[src/rtl/yj_async_event_arbiter.sv]
// Async level inputs -> 2-flop sync -> debounce -> per-channel pending slot,
// shared onto a single valid/ready event port by a round-robin arbiter.
module yj_aea_lane #(
    parameter int DB_CYC = 16
) (
    input  logic CLK,
    input  logic RSTn,
    input  logic din,
    input  logic en,
    input  logic grant,
    input  logic ovf_clr,
    output logic stable,
    output logic pending,
    output logic pend_lvl,
    output logic overflow
);
    logic [1:0] sync_pipe;
    logic [7:0] cnt;
    logic       s2;
    logic       chg;

    assign s2  = sync_pipe[1];
    assign chg = (s2 != stable) && (cnt == 8'(DB_CYC - 1));

    always_ff @(posedge CLK or negedge RSTn) begin
        if (!RSTn) begin
            sync_pipe <= '0;
            stable    <= 1'b0;
            cnt       <= '0;
        end else begin
            sync_pipe <= {sync_pipe[0], din};
            if (s2 == stable) begin
                cnt <= '0;
            end else if (chg) begin
                stable <= s2;
                cnt    <= '0;
            end else begin
                cnt <= cnt + 8'd1;
            end
        end
    end

    // A change that lands on the granting cycle re-arms the slot; the grant
    // has already taken the previous level, so nothing is lost.
    always_ff @(posedge CLK or negedge RSTn) begin
        if (!RSTn) begin
            pending  <= 1'b0;
            pend_lvl <= 1'b0;
            overflow <= 1'b0;
        end else begin
            if (!en) begin
                pending <= 1'b0;
            end else if (chg) begin
                pending  <= 1'b1;
                pend_lvl <= s2;
            end else if (grant) begin
                pending <= 1'b0;
            end
            overflow <= (en & chg & pending & ~grant) | (overflow & ~ovf_clr);
        end
    end
endmodule

module yj_async_event_arbiter #(
    parameter  int CH     = 4,
    parameter  int DB_CYC = 16,
    localparam int CW     = (CH > 2) ? $clog2(CH) : 1
) (
    input  logic          CLK,
    input  logic          RSTn,
    input  logic [CH-1:0] din,
    input  logic [CH-1:0] en,
    output logic          evt_valid,
    input  logic          evt_ready,
    output logic [CW-1:0] evt_ch,
    output logic          evt_level,
    output logic [CH-1:0] stable,
    output logic [CH-1:0] overflow,
    input  logic [CH-1:0] ovf_clr
);
    logic [CH-1:0] pending;
    logic [CH-1:0] pend_lvl;
    logic [CH-1:0] req;
    logic [CH-1:0] gnt;
    logic [CW-1:0] ptr;
    logic [CW-1:0] sel;
    logic [CW-1:0] cidx;
    logic          found;
    logic          load;

    for (genvar g = 0; g < CH; g++) begin : g_lane
        yj_aea_lane #(.DB_CYC(DB_CYC)) u_lane (
            .CLK      (CLK),
            .RSTn     (RSTn),
            .din      (din[g]),
            .en       (en[g]),
            .grant    (gnt[g]),
            .ovf_clr  (ovf_clr[g]),
            .stable   (stable[g]),
            .pending  (pending[g]),
            .pend_lvl (pend_lvl[g]),
            .overflow (overflow[g])
        );
    end

    // Masking with en keeps a channel being disabled this cycle from winning.
    assign req  = pending & en;
    assign load = !evt_valid || evt_ready;

    always_comb begin
        found = 1'b0;
        sel   = ptr;
        cidx  = '0;
        for (int i = 1; i <= CH; i++) begin
            cidx = CW'((int'(ptr) + i) % CH);
            if (!found && req[cidx]) begin
                found = 1'b1;
                sel   = cidx;
            end
        end
    end

    always_comb begin
        gnt = '0;
        if (load && found) gnt[sel] = 1'b1;
    end

    always_ff @(posedge CLK or negedge RSTn) begin
        if (!RSTn) begin
            evt_valid <= 1'b0;
            evt_ch    <= '0;
            evt_level <= 1'b0;
            ptr       <= CW'(CH - 1);
        end else if (load) begin
            evt_valid <= found;
            if (found) begin
                evt_ch    <= sel;
                evt_level <= pend_lvl[sel];
                ptr       <= sel;
            end
        end
    end
endmodule

[config.mk]
export PLATFORM = sky130hd
export DESIGN_NAME = yj_async_event_arbiter
export DESIGN_NICKNAME = d
export VERILOG_FILES = /design/src/rtl/yj_async_event_arbiter.sv
export SDC_FILE = /design/constraint.sdc
export NUM_CORES = 1
export LEC_CHECK = 0
export BUFFER_PORTS_ARGS = -buffer_cell sky130_fd_sc_hd__buf_2
export CORE_ASPECT_RATIO = 0.9
export CORE_MARGIN = 2
export CORE_UTILIZATION = 56
export DETAILED_ROUTE_END_ITERATION = 12
export GPL_ROUTABILITY_DRIVEN = 1
export GPL_TIMING_DRIVEN = 0
export PLACE_DENSITY = 0.85
export SETUP_SLACK_MARGIN = 0.2
export SYNTH_ARGS = -nofsm -noshare
export SYNTH_HDL_FRONTEND = slang
export SYNTH_SLANG_ARGS = --single-unit
[constraint.sdc]
create_clock -name CLK -period 4.85 [get_ports CLK]
set_input_delay 0.97 -clock CLK [delete_from_list [all_inputs] [get_ports CLK]]
set_output_delay 0.97 -clock CLK [all_outputs]
set_load 0.01 [all_outputs]
-- Word-level counts from Yosys, hierarchy flattened
Index checks and enable logic that the tools add are counted.
- add/sub/neg operators: 8
- multipliers: 0
- divide/modulo/power cells: 0
- order comparisons: 6
- equal/unequal tests: 16
- shift-type cells: 0
- multiplexer cells: 41
- bitwise gates (word level): 33
- reduce and logical (&&, ||, !) cells: 23
- operators with widths (operator ; count):
    two-way mux 8 bit ; 8
    adder 8 x 1 -> 8 bit, second input constant ; 4
    equality test 8 x 4 -> 1 bit, second input constant ; 4
    two-way mux 1 bit ; 22
    AND reduction 2 bit ; 9
    AND 1 bit ; 16
    less-than comparator 2 x 3 -> 1 bit, second input constant ; 5
    != test 3 x 1 -> 1 bit, second input constant ; 4
    NOT 1 bit ; 12
    binary-select mux 1 bit (select 2 bit) ; 5
    logical AND 1 bit ; 9
    two-way mux 2 bit ; 4
    adder 2 x 1 -> 2 bit, second input constant ; 2
    adder 2 bit, second input constant ; 2
    AND 4 bit ; 1
    equality test 1 bit ; 4
    zero test 1 bit ; 4
    two-way mux 4 bit ; 1
    != test 1 bit ; 4
    OR 1 bit ; 4
    demux 1 bit (select 2 bit) ; 1
    greater-or-equal comparator 2 x 1 -> 1 bit, second input constant ; 1
    logical OR 1 bit ; 1
- register bits after elaboration: 62
- latch bits: 0
- bits in writable memories: 0
- memory bits (read-only): 0
- input bits: 15
- output and inout port bits: 12
- logic and storage cells: 155
- memories: 0

-- Depth between registers and ports, before layout
Gate-level depths: netlist of the first run.
- word-level depth: 21
- depth in mapped cells: 6
- gate-level depth less buffers: 6

-- By module
From an unflattened synthesis of the first run, not the netlist that was laid out.
- cells, all modules: 274
- area, all modules: 2952.8 um^2
- by module, submodules not included (module ; times used ; cells an instance ; area an instance (um^2) ; sequential area each (um^2)):
    yj_aea_lane ; 4 ; 57 ; 634.4 ; 350.3
    yj_async_event_arbiter ; 1 ; 46 ; 415.4 ; 152.6

-- Least setup slack after synthesis of the first run
No wires, ideal clock.
- kind: input to register
- start point: input en[3]
- end point: register g_lane[0].u_lane.pending
- library setup time: 0.119 ns
- arrival time: 1.939 ns
- required time: 4.731 ns
- slack: 2.792 ns
- stages on the path: 5
- buffers on the path: 0
- cell sequence: and3_4 -> o32ai_2 -> a21oi_2 -> o31a_1 -> o21a_1
- cells in the longest elaborated chain, start to end: 19
- elaborated cells on any way between the ends: 31
- classes of those cells: order compare (2); eq/ne (1); mux (19); bitwise (1); reduce/logical (8)
- ends and longest elaborated chain (what ; line ; source):
    start, declared ; 72 ; input logic [CH-1:0] en,
    AND 4 bit (*) ; 107 ; assign req = pending & en;
    binary-select mux 1 bit (select 2 bit) ; 116 ; if (!found && req[cidx]) begin
    two-way mux 1 bit (implied by the code) ; 116 ;
    two-way mux 1 bit ; 116 ;
    zero test 1 bit ; 116 ;
    logical AND 1 bit ; 116 ;
    two-way mux 1 bit ; 116 ;
    zero test 1 bit ; 116 ;
    [3 not listed] ; -- ;
    logical AND 1 bit ; 116 ;
    two-way mux 2 bit ; 116 ;
    less-than comparator 2 x 3 -> 1 bit (implied by the code) or greater-or-equal comparator 2 x 1 -> 1 bit (tied branches) ; 125 ; if (load && found) gnt[sel] = 1'b1;
    logical AND 1 bit (implied by the code) ; 125 ;
    two-way mux 1 bit (implied by the code) ; 125 ;
    demux 1 bit (select 2 bit) ; 125 ;
    two-way mux 4 bit (*) ; 125 ;
    != test 3 x 1 -> 1 bit (no line) (*) ; -- ;
    end signal, assigned ; 52 ; pending <= 1'b0;
    end signal, assigned ; 54 ; pending <= 1'b1;
    end signal, assigned ; 57 ; pending <= 1'b0;
    end, declared ; 13 ; output logic pending,
Mark *: on every way between the ends. The rest lies on a longest branch, timed or not. The select of a mux whose other input is x is not followed.
A chain may end at the register's enable or synchronous reset.

-- Worst setup path after layout of the first run
- start point: input en[3]
- end point: register g_lane[2].u_lane.overflow
- cells in the longest elaborated chain, start to end: 21
- elaborated cells on any way between the ends: 33
- classes of those cells: order compare (2); mux (19); bitwise (4); reduce/logical (8)
- ends and longest elaborated chain (what ; line ; source):
    AND 4 bit (*) ; 107 ;
    binary-select mux 1 bit (select 2 bit) ; 116 ;
    two-way mux 1 bit (implied by the code) ; 116 ;
    two-way mux 1 bit ; 116 ;
    zero test 1 bit ; 116 ;
    logical AND 1 bit ; 116 ;
    two-way mux 1 bit ; 116 ;
    zero test 1 bit ; 116 ;
    [5 not listed] ; -- ;
    less-than comparator 2 x 3 -> 1 bit (implied by the code) or greater-or-equal comparator 2 x 1 -> 1 bit (tied branches) ; 125 ;
    logical AND 1 bit (implied by the code) ; 125 ;
    two-way mux 1 bit (implied by the code) ; 125 ;
    demux 1 bit (select 2 bit) ; 125 ;
    two-way mux 4 bit (*) ; 125 ;
    NOT 1 bit (*) ; 59 ; overflow <= (en & chg & pending & ~grant) | (overflow & ~ovf_clr);
    AND 1 bit (*) ; 59 ;
    OR 1 bit (*) ; 59 ;
    end signal, assigned ; 59 ;
    end, declared ; 15 ; output logic overflow
Marks and branches as above.

==> results of run 1 <==
==> layout make-up <==
class	count	area [um^2]
clock inverters	4	45.04
fillers	370	1620
inverters	7	26.28
flip-flops and latches	62	1554
well taps	65	81.33
clock buffers	12	155.1
plain buffers	9	71.32
repair buffers	26	132.6
multi-input cells	175	1149
==> Yosys cell counts, types with 4 or more instances <==
| master | count | share of area |
|---|---|---|
| dfrtp_1 | 60 | 0.54 |
| nor2_1 | 43 | 0.058 |
| nand2_1 | 24 | 0.032 |
| xnor2_1 | 16 | 0.050 |
| nand3_1 | 11 | 0.020 |
| xor2_1 | 11 | 0.034 |
| buf_4 | 8 | 0.021 |
| inv_1 | 7 | 0.0094 |
| nand2b_1 | 7 | 0.016 |
| and3_1 | 6 | 0.013 |
| mux2_2 | 5 | 0.020 |
| ha_1 | 4 | 0.018 |
| nor4_1 | 4 | 0.0089 |
| o21ai_0 | 4 | 0.0071 |
==> worst max-delay path by stage <==
stage                                      endpoint  slack, ns  depth (start not counted)
after floorplan            g_lane[0].u_lane.pending       2.79                          5
after global placement    g_lane[2].u_lane.overflow       2.52                          6
after detailed placement  g_lane[2].u_lane.overflow       2.53                          6
after CTS                                 stable[3]       2.84                          2
after global routing      g_lane[2].u_lane.overflow       2.76                          6
final                     g_lane[2].u_lane.overflow       2.85                          6
==> power by group through the flow <==
stage               Sequential [mW]  Clock [mW]  Combinational [mW]
finish                        0.545       0.446              0.0648
global route                  0.548       0.486              0.0741
CTS                           0.546       0.459              0.0660
detailed placement            0.555           0              0.0657
global placement              0.554           0              0.0643
floorplan                     0.554           0              0.0387
==> flip-flops by register name (all words and copies together), names as in the netlist <==
signal,cells
g_lane.u_lane.pend_lvl,4
evt_level,1
evt_ch,2
g_lane.u_lane.overflow,4
evt_valid,1
g_lane.u_lane.cnt,32
g_lane.u_lane.sync_pipe,8
g_lane.u_lane.stable,4
g_lane.u_lane.pending,4
ptr,2
==> worst max-delay path: stages <==
cell	delay, ns
buf_2	0.14
a22o_1	0.29
o21ai_2	0.32
a211o_2	0.20
nor2_1	0.04
o32ai_1	0.27
==> stage by stage <==
| step | hold slack, ns | std cells | power, mW | setup WS [ns] | utilization |
|---|---|---|---|---|---|
| final | 0.3447 | 360 | 1.056 | 2.850 | 0.6649 |
| after global routing | 0.3568 | 360 | 1.107 | 2.765 | 0.6649 |
| after CTS | 0.3480 | 360 | 1.071 | 2.841 | 0.6643 |
| after detailed placement | 0.3356 | 344 | 0.6208 | 2.530 | 0.6229 |
| after global placement | 0.3311 | 344 | 0.6186 | 2.522 | 0.6229 |
| after floorplan | 0.3312 | 253 | 0.5925 | 2.792 | - |
==> per-layer routing <==
metal / part of all wire / track usage / wire length (um)
met1: 0.45 / 0.2425 / 2105
met2: 0.49 / 0.3096 / 2271
met3: 0.048 / 0.09311 / 221
met4: 0.0099 / 0.06043 / 46
met5: 0 / 0 / 0
==> cell families (layout without fill, tap and decap cells) <==
group | count (synthesis) | after routing | synth area share
muxes | 8 | 8 | 0.03128
AOI/OAI and AO/OA | 29 | 29 | 0.09608
and+or+nand+nor | 107 | 107 | 0.1805
adders and majority gates | 4 | 4 | 0.01787
buffers and inverters | 16 | 58 | 0.03485
DFF | 62 | 62 | 0.5550
xor gates and xnor gates | 27 | 27 | 0.08445
==> summary.txt, run 1 <==
Outcome
  – Status: completed

Worst setup path
  – R2r setup slk: 3.14 ns
  – Setup crit start kind: input pin
  – Reg2reg start: ptr[1]
  – Crit path max fanout: 7
  – Crit. End Element: register
  – FF-to-FF End: g_lane[0].u_lane.pending
  – Critical Path RT: 5.09 ns
  – Crit path kind: in2reg
  – Reg2Reg Depth: 6
  – Worst EP arrival: 2.24 ns
  – Worst setup startpoint: en[3]

Timing
  – Worst-Margin Slew: 0.7339 ns
  – Tmin final: 2.000 ns
  – Relative slew slack: 0.5108
  – Setup TNS: 0 ns
  – Final max-slew violation count: 0
  – Tcrit/Tclk final: 0.4123
  – Skew final: 0.004211 ns
  – Top achievable clock speed: 0.5001 GHz
  – Final number of setup-violating endpoints: 0
  – Final Hold Fails: 0
  – Unrepaired setup endpoints after global routing: no

Pwr
  – Switching part of the total power: 0.2212
  – Register share of total power: 0.516
  – Internal: 0.8228 mW
  – P_leak: 1.525 nW
  – Peak VDD IR: 205.1 uV
  – Sw power: 0.2337 mW
  – Logic pwr share: 0.061
  – Clock power frac: 0.422
  – Power density over the cells: 328.7 nW/um^2

Floorplan
  – Die H: 71.09 um
  – Die width: 78.54 um
  – Initial core utilization: 0.5792
  – FP Rows: 24
  – Core ar.: 4835 um^2
  – # IOs: 27
  – Die ar.: 5583 um^2

Clock network
  – Post-CTS sizing: 0
  – CTS sink cnt: 62
  – Hold_buf cts: 0
  – Inserted Clock Buffers: 9
  – CTS Buffer Depth: 2
  – TritonCTS clock tree: built
  – Clock Latency Late Sink: 0.34 ns
  – CTS Root Cell: clkbuf_8
  – H-tree Lvls: 3
  – Post-CTS Setup Inserts: 0
  – Reg clk slew, reported paths: 0.06 ns

Place
  – GP Congestion: 0.8412
  – Port bufs: 26
  – Final HPWL DP: 3.293 mm
  – Placed cell area: 3012 um^2

Finish
  – P&R area growth vs syn: 14.79%
  – Most common cell after layout, fill and taps aside: dfrtp_1
  – Share of post-route cells with drive strength above 1: 0.2475
  – Commonest cells after routing, fill and taps aside: dfrtp_1, nor2_1, buf_2, nand2_1, xnor2_1
  – Number of nets in the layout: 309
  – Post-route cell area: 3214 um^2
  – Ant. Diodes: 0

Logic synthesis
  – Sequential share of the synthesized area: 0.5550
  – Yosys warning count: 0
  – Syn avg cell area: 11.07 um^2
  – Syn nets: 272
  – FFs w/ async S/R, synth: 1.000
  – Cell Area, Synth: 2800 um^2
  – Count of cell types in the netlist: 48
  – Register bit count reported by yosys: 62
  – Cells after Synth: 253
  – Commonest register cell after synthesis: dfrtp_1
  – Number of enable flip-flop cells after synthesis: 0

Global routing
  – Global-route wire length before repair: 8.204 mm
  – Vias in the first global route: 1800
  – Largest net degree at the start of global routing: 63
  – Total GRT Usage: 0.1965
  – Initial antenna violation count: 0
  – Gr ovfl total: 0

Detailed routing
  – Vias: 1874
  – Drt total wl: 4.645 mm
  – DRC Markers: 0
  – DR WL/cell: 12.90 um
  – Detail Route Antenna Nets: 0
  – TritonRoute pass-1 iters: 4
  – DR iter-0 viols: 81
  – Vias per std cell: 5.206

Min path
  – Worst Hold Depth: 0
  – Hold Crit Class: reg2reg
  – Worst Hold Launch: g_lane[0].u_lane.sync_pipe[0]
  – Hold path endpoint: g_lane[0].u_lane.sync_pipe[1]

Job
  – Max Cap Viol: 0
(Power assumes the default switching activity.)
==> run 2: changes to the inputs <==
--- a/config.mk
+++ b/config.mk
@@ -8,11 +8,11 @@
 export BUFFER_PORTS_ARGS = -buffer_cell sky130_fd_sc_hd__buf_2
 export CORE_ASPECT_RATIO = 0.9
 export CORE_MARGIN = 2
-export CORE_UTILIZATION = 56
+export CORE_UTILIZATION = 53
 export DETAILED_ROUTE_END_ITERATION = 12
 export GPL_ROUTABILITY_DRIVEN = 1
 export GPL_TIMING_DRIVEN = 0
-export PLACE_DENSITY = 0.85
+export PLACE_DENSITY = 0.84
 export SETUP_SLACK_MARGIN = 0.2
 export SYNTH_ARGS = -nofsm -noshare
 export SYNTH_HDL_FRONTEND = slang
==> constraint.sdc (replaced) <==
create_clock -name CLK -period 1.8 [get_ports CLK]
set_input_delay 0.36 -clock CLK [delete_from_list [all_inputs] [get_ports CLK]]
set_output_delay 0.36 -clock CLK [all_outputs]
set_load 0.01 [all_outputs]
==> summary.txt, run 2 (same netlist as run 1, synthesis figures left out) <==
Outcome
  – Status: completed (unchanged)

Worst setup path
  – Crit path kind: reg2reg (was in2reg)
  – Critical Path RT: 2.04 ns (was 5.09 ns)
  – Reg2reg start: ptr[1] (unchanged)
  – Crit path max fanout: 8 (was 7)
  – Setup crit start kind: register (was input pin)
  – R2r setup slk: 0.16 ns (was 3.14 ns)
  – Crit. End Element: register (unchanged)
  – Reg2Reg Depth: 6 (unchanged)
  – Worst EP arrival: 1.88 ns (was 2.24 ns)
  – FF-to-FF End: g_lane[0].u_lane.pending (unchanged)

Floorplan
  – FP Rows: 25 (was 24)
  – Die width: 80.62 um (was 78.54 um)
  – Die ar.: 5882 um^2 (was 5583 um^2)
  – Initial core utilization: 0.5425 (was 0.5792)
  – Die H: 72.96 um (was 71.09 um)
  – Core ar.: 5161 um^2 (was 4835 um^2)
  – # IOs: 27 (unchanged)

Pwr
  – Power density over the cells: 899.4 nW/um^2 (was 328.7 nW/um^2)
  – Peak VDD IR: 721.8 uV (was 205.1 uV)
  – P_leak: 1.586 nW (was 1.525 nW)
  – Total power: 3.037 mW (was 1.056 mW)

Clock network
  – CTS sink cnt: 62 (unchanged)
  – Hold_buf cts: 0 (unchanged)
  – TritonCTS clock tree: built (unchanged)
  – CTS Buffer Depth: 2 (unchanged)
  – Clock Latency Late Sink: 0.34 ns (about the same)
  – Inserted Clock Buffers: 9 (unchanged)
  – CTS Root Cell: clkbuf_8 (unchanged)
  – H-tree Lvls: 3 (unchanged)
  – Reg clk slew, reported paths: 0.07 ns (was 0.06 ns)

Finish
  – Number of nets in the layout: 317 (was 309)
  – Reg area: 1555 um^2 (was 1554 um^2)
  – Fill cell count: 409 (was 370)
  – Commonest cells after routing, fill and taps aside: dfrtp_1, nor2_1, buf_2, nand2_1 (was dfrtp_1, nor2_1, buf_2, nand2_1, xnor2_1)
  – Ant. Diodes: 0 (unchanged)
  – Largest Register: g_lane.u_lane.cnt (unchanged)
  – P&R area growth vs syn: 20.60% (was 14.79%)
  – Share of post-route cells with drive strength above 1: 0.3036 (was 0.2475)
  – Biggest regs: g_lane.u_lane.cnt: 32 flops, g_lane.u_lane.sync_pipe: 8 flops (unchanged)
  – Final cell count without fillers: 370 (was 360)
  – Multi-input gate area: 1221 um^2 (was 1149 um^2)
  – Most common cell after layout, fill and taps aside: dfrtp_1 (unchanged)
  – Max FFs per register: 32 (unchanged)

Timing
  – Unrepaired setup endpoints after global routing: yes (was no)
  – Tcrit/Tclk final: 0.9133
  – Top achievable clock speed: 0.6083 GHz
  – Relative slew slack: 0.4909 (was 0.5108)
  – Worst-Margin Slew: 0.7637 ns (was 0.7339 ns)
  – Final Hold Fails: 0 (unchanged)
  – Setup TNS: 0 ns (unchanged)
  – Fin Hold WS: 0.07132 ns (was 0.3447 ns)
  – Skew final: 0.007120 ns (was 0.004211 ns)
  – Tmin final: 1.644 ns
  – Final max-slew violation count: 0 (unchanged)
  – Final number of setup-violating endpoints: 0 (unchanged)

Detailed routing
  – DRC Markers: 0 (unchanged)
  – Drt total wl: 5.222 mm (was 4.645 mm)
  – Vias per std cell: 5.286 (was 5.206)
  – TritonRoute pass-1 iters: 4 (unchanged)
  – DR iter-0 viols: 87 (was 81)
  – Vias: 1956 (was 1874)
  – DR WL/cell: 14.11 um (was 12.90 um)
  – Detail Route Antenna Nets: 0 (unchanged)

Place
  – Placed cells: 346 (was 344)
  – Port bufs: 26 (unchanged)
  – GP Congestion: 0.8280 (was 0.8412)
  – Final HPWL DP: 3.225 mm (was 3.293 mm)

Job
  – Max Cap Viol: 0 (unchanged)

Min path
  – Hold Crit Class: in2async (was reg2reg)

Global routing
  – Vias in the first global route: 1807 (was 1800)
  – Total GRT Usage: 0.1899 (was 0.1965)
  – Global-route wire length before repair: 8.114 mm (was 8.204 mm)
  – Initial antenna violation count: 0 (unchanged)
  – Largest net degree at the start of global routing: 63 (unchanged)
  – Gr ovfl total: 0 (unchanged)
run 2: area by class of cell:
type,count,share of cell area
Sequential cell,62,0.4605
Clock inverter,6,0.02519
Multi-Input combinational cell,175,0.3616
Inverter,7,0.007781
Clock buffer,10,0.04076
Buffer,9,0.02112
Tap cell,67,0.02482
Timing Repair Buffer,34,0.05817
run 2: timing repair:
action / CTS / global route
buffers inserted: 2 / 6
pin swaps: 4 / 7
gates cloned: 0 / 0
endpoints found under the setup margin: 8 / 11
resized for setup: 1 / 16
run 2: how the worst max path moves through the flow:
| stage | startpoint | endpoint | slack [ns] | cells past startpoint |
|---|---|---|---|---|
| final | ptr[1] | g_lane[0].u_lane.pending | 0.16 | 6 |
| after global routing | g_lane[2].u_lane.pending | g_lane[0].u_lane.pending | 0.09 | 5 |
| after CTS | ptr[0] | g_lane[2].u_lane.overflow | 0.16 | 6 |
| after detailed placement | en[3] | g_lane[2].u_lane.overflow | 0.06 | 6 |
| after global placement | en[3] | g_lane[2].u_lane.overflow | 0.07 | 6 |
| after floorplan | ptr[1] | g_lane[0].u_lane.pending | 0.22 | 6 |
run 2: critical path: stages, from the launching register on:
cell      delay, ns
dfstp_2        0.53
buf_6          0.13
nand2_2        0.05
o211ai_1       0.15
o311ai_4       0.25
o31a_1         0.28
o21a_1         0.16
run 2: per-layer routing:
| metal | wire length (um) | global-route usage | part of all wire | vias to the layer above |
|---|---|---|---|---|
| met4 | 95 | 0.08286 | 0.018 | 0 |
| met1 | 2279 | 0.2417 | 0.44 | 973 |
| met5 | 0 | 0 | 0 | - |
| li1 | - | - | - | 938 |
| met3 | 264 | 0.08663 | 0.051 | 10 |
| met2 | 2583 | 0.2815 | 0.49 | 35 |
run 2: per-stage QoR:
stage / setup WS, ns / utilization / area (um^2)
after floorplan: 0.2183 / - / 2800
after global placement: 0.07474 / 0.5840 / 3014
after detailed placement: 0.06124 / 0.5840 / 3014
after CTS: 0.1600 / 0.6301 / 3252
after global routing: 0.08965 / 0.6543 / 3377
final: 0.1561 / 0.6543 / 3377
run 2: power breakdown:
group | switching (mW) | total, mW | leakage [nW] | internal (mW)
Clock | 0.539 | 1.35 | 0.108 | 0.811
Sequential | 0.0310 | 1.47 | 0.822 | 1.44
Combinational | 0.124 | 0.217 | 0.655 | 0.0933
Total | 0.694 | 3.04 | 1.59 | 2.34
==> run 3: changes to the inputs <==
--- a/config.mk
+++ b/config.mk
@@ -13,7 +13,7 @@
 export GPL_ROUTABILITY_DRIVEN = 1
 export GPL_TIMING_DRIVEN = 0
 export PLACE_DENSITY = 0.84
-export SETUP_SLACK_MARGIN = 0.2
+export SETUP_SLACK_MARGIN = 0.4
 export SYNTH_ARGS = -nofsm -noshare
 export SYNTH_HDL_FRONTEND = slang
 export SYNTH_SLANG_ARGS = --single-unit
==> summary.txt, run 3 (same netlist as run 1, synthesis figures left out) <==
Clock network
  – Hold_buf cts: 0 (unchanged)
  – TritonCTS clock tree: built (unchanged)
  – CTS sink cnt: 62 (unchanged)
  – Clock Latency Late Sink: 0.34 ns (about the same)
  – CTS Buffer Depth: 2 (unchanged)
  – Reg clk slew, reported paths: 0.07 ns (about the same)
  – CTS Root Cell: clkbuf_8 (unchanged)
  – H-tree Lvls: 3 (unchanged)
  – Inserted Clock Buffers: 9 (unchanged)

Worst setup path
  – Max incr delay on CP: 0.40 ns (was 0.53 ns)
  – Crit-path cells: nand2_1 > o32ai_2 > a21oi_2 > o31a_1 > o21a_1 (was buf_6 > nand2_2 > o211ai_1 > o311ai_4 > o31a_1 > o21a_1)
  – Crit path max fanout: 5 (was 8)
  – Crit. End Element: register (unchanged)
  – Reg2reg start: g_lane[1].u_lane.pending (was ptr[1])
  – Setup crit start kind: register (unchanged)
  – R2r setup slk: 0.09 ns (was 0.16 ns)
  – Critical path's slowest cell: dfrtp_1 (was dfstp_2)
  – Critical Path RT: 2.02 ns (was 2.04 ns)
  – Worst EP arrival: 1.93 ns (was 1.88 ns)
  – FF-to-FF End: g_lane[0].u_lane.pending (unchanged)
  – Reg2Reg Depth: 5 (was 6)
  – Crit path kind: reg2reg (unchanged)

Place
  – Final HPWL DP: 3.247 mm (was 3.225 mm)
  – Port bufs: 26 (unchanged)
  – GP Congestion: 0.7830 (was 0.8280)
  – Placed cells: 346 (unchanged)

Detailed routing
  – DR WL met2: 2.979 mm (was 2.583 mm)
  – Wl on met1: 2.573 mm (was 2.279 mm)
  – Routed met3 length: 243 um (was 264 um)
  – DRC Markers: 0 (unchanged)
  – Vias per std cell: 5.348 (was 5.286)
  – Detail Route Antenna Nets: 0 (unchanged)
  – Drt total wl: 5.964 mm (was 5.222 mm)
  – DR WL/cell: 14.95 um (was 14.11 um)
  – TritonRoute pass-1 iters: 4 (unchanged)
  – DR iter-0 viols: 124 (was 87)
  – Vias: 2134 (was 1956)
  – Uppermost layer routed: met4 (unchanged)

Finish
  – Share of post-route cells with drive strength above 1: 0.4367 (was 0.3036)
  – Most common cell after layout, fill and taps aside: dfrtp_1 (unchanged)
  – Commonest cells after routing, fill and taps aside: dfrtp_1, nor2_1, buf_4, buf_2, nand2_1 (was dfrtp_1, nor2_1, buf_2, nand2_1)
  – Multi-input gate area: 1378 um^2 (was 1221 um^2)
  – P&R area growth vs syn: 33.47% (was 20.60%)
  – Biggest regs: g_lane.u_lane.cnt: 32 flops, g_lane.u_lane.sync_pipe: 8 flops (unchanged)
  – Final cell count without fillers: 399 (was 370)
  – Ant. Diodes: 0 (unchanged)
  – Number of nets in the layout: 346 (was 317)
  – Reg area: 1560 um^2 (was 1555 um^2)
  – Max FFs per register: 32 (unchanged)
  – Largest Register: g_lane.u_lane.cnt (unchanged)
  – Fill cell count: 313 (was 409)

Floorplan
  – Initial core utilization: 0.5425 (unchanged)
  – Die ar.: 5882 um^2 (unchanged)
  – FP Rows: 25 (unchanged)
  – Die H: 72.96 um (unchanged)
  – Die width: 80.62 um (unchanged)
  – # IOs: 27 (unchanged)
  – Core ar.: 5161 um^2 (unchanged)

Timing
  – Worst-Margin Slew: 0.7460 ns (was 0.7637 ns)
  – Unrepaired setup endpoints after global routing: yes (unchanged)
  – Tmin final: 1.707 ns (was 1.644 ns)
  – Skew final: 0.008799 ns (was 0.007120 ns)
  – Final number of setup-violating endpoints: 0 (unchanged)
  – Top achievable clock speed: 0.5857 GHz (was 0.6083 GHz)
  – Relative slew slack: 0.5026 (was 0.4909)
  – Tcrit/Tclk final: 0.9485 (was 0.9133)
  – Final Hold Fails: 0 (unchanged)
  – Final max-slew violation count: 0 (unchanged)
  – Setup TNS: 0 ns (unchanged)

Pwr
  – Power density over the cells: 754.6 nW/um^2 (was 899.4 nW/um^2)
  – Peak VDD IR: 520.1 uV (was 721.8 uV)
  – P_leak: 1.737 nW (was 1.586 nW)

Global routing
  – Vias in the first global route: 2017 (was 1807)
  – Global-route wire length before repair: 9.163 mm (was 8.114 mm)
  – Total GRT Usage: 0.2095 (was 0.1899)
  – Largest net degree at the start of global routing: 63 (unchanged)
  – Gr ovfl total: 0 (unchanged)
  – Initial antenna violation count: 0 (unchanged)

Outcome
  – Status: completed (unchanged)

Min path
  – Hold Crit Class: in2async (unchanged)

Job
  – Max Cap Viol: 0 (unchanged)
==> run 3: changes by cell type in the layout (fill, tap and decap cells not counted), moves of 3 or more <==
cell / previous run / this run
buf_2: 25 / 21
nor4_4: 0 / 3
dfrtp_1: 59 / 55
nand2_4: 0 / 3
buf_4: 16 / 41
and3_4: 2 / 6
xnor2_1: 16 / 13
dfrtp_2: 1 / 5
buf_6: 2 / 9
nand2b_1: 7 / 4
and3_1: 5 / 2
xnor2_2: 0 / 3
==> run 3: worst max-delay path by stage <==
stage                                   startpoint                        end  cells after the start
final                     g_lane[1].u_lane.pending   g_lane[0].u_lane.pending                      5
after global routing      g_lane[1].u_lane.pending  g_lane[2].u_lane.overflow                      5
after CTS                 g_lane[1].u_lane.pending  g_lane[2].u_lane.overflow                      5
after detailed placement                     en[3]  g_lane[2].u_lane.overflow                      6
after global placement                       en[3]  g_lane[2].u_lane.overflow                      6
after floorplan                             ptr[1]   g_lane[0].u_lane.pending                      6
==> run 3: worst max-delay path, delay by kind of cell, from the launching register on <==
| kind | cells | cell delay, ns |
|---|---|---|
| AOI/OAI and AO/OA | 4 | 0.94 |
| DFF | 1 | 0.40 |
| and+or+nand+nor | 1 | 0.25 |
==> run 3: area by class of cell <==
type | instances | area share
multi-input combinational | 176 | 0.3686
clock buffer | 10 | 0.03683
timing repair buffer | 62 | 0.1155
inverter | 7 | 0.007030
clock inverter | 6 | 0.01004
buffer | 9 | 0.02210
tap | 67 | 0.02243
sequential | 62 | 0.4175
==> run 3: metal layers <==
layer  GRT usage  up-vias
met2      0.3481       66
met3     0.04950       20
met1      0.2583     1049
met4      0.1036        0
met5           0        -
li1            -      999
==> run 3: power breakdown <==
group / total, mW / internal, mW / switching, mW
Combinational: 0.267 / 0.125 / 0.142
Clock: 1.08 / 0.528 / 0.550
Sequential: 1.48 / 1.44 / 0.0369
==> run 3: timing repair <==
action / in CTS / in global routing
resized for setup: 17 / 31
pin swaps: 9 / 12
setup endpoints to repair: 15 / 37
cloned: 1 / 0
buffers inserted: 23 / 13
==> run 3: per-stage QoR <==
step | instance area, um^2 | hold WS, ns | utilization | total power, mW | worst slack [ns]
floorplan | 2831 | 0.06441 | - | 1.597 | 0.2574
global placement | 3045 | 0.3327 | 0.5901 | 1.666 | 0.1346
detailed placement | 3045 | 0.3347 | 0.5901 | 1.672 | 0.07699
CTS | 3487 | 0.1085 | 0.6756 | 2.794 | 0.1773
global route | 3737 | 0.1097 | 0.7241 | 2.932 | 0.03125
finish | 3737 | 0.08899 | 0.7241 | 2.820 | 0.09269
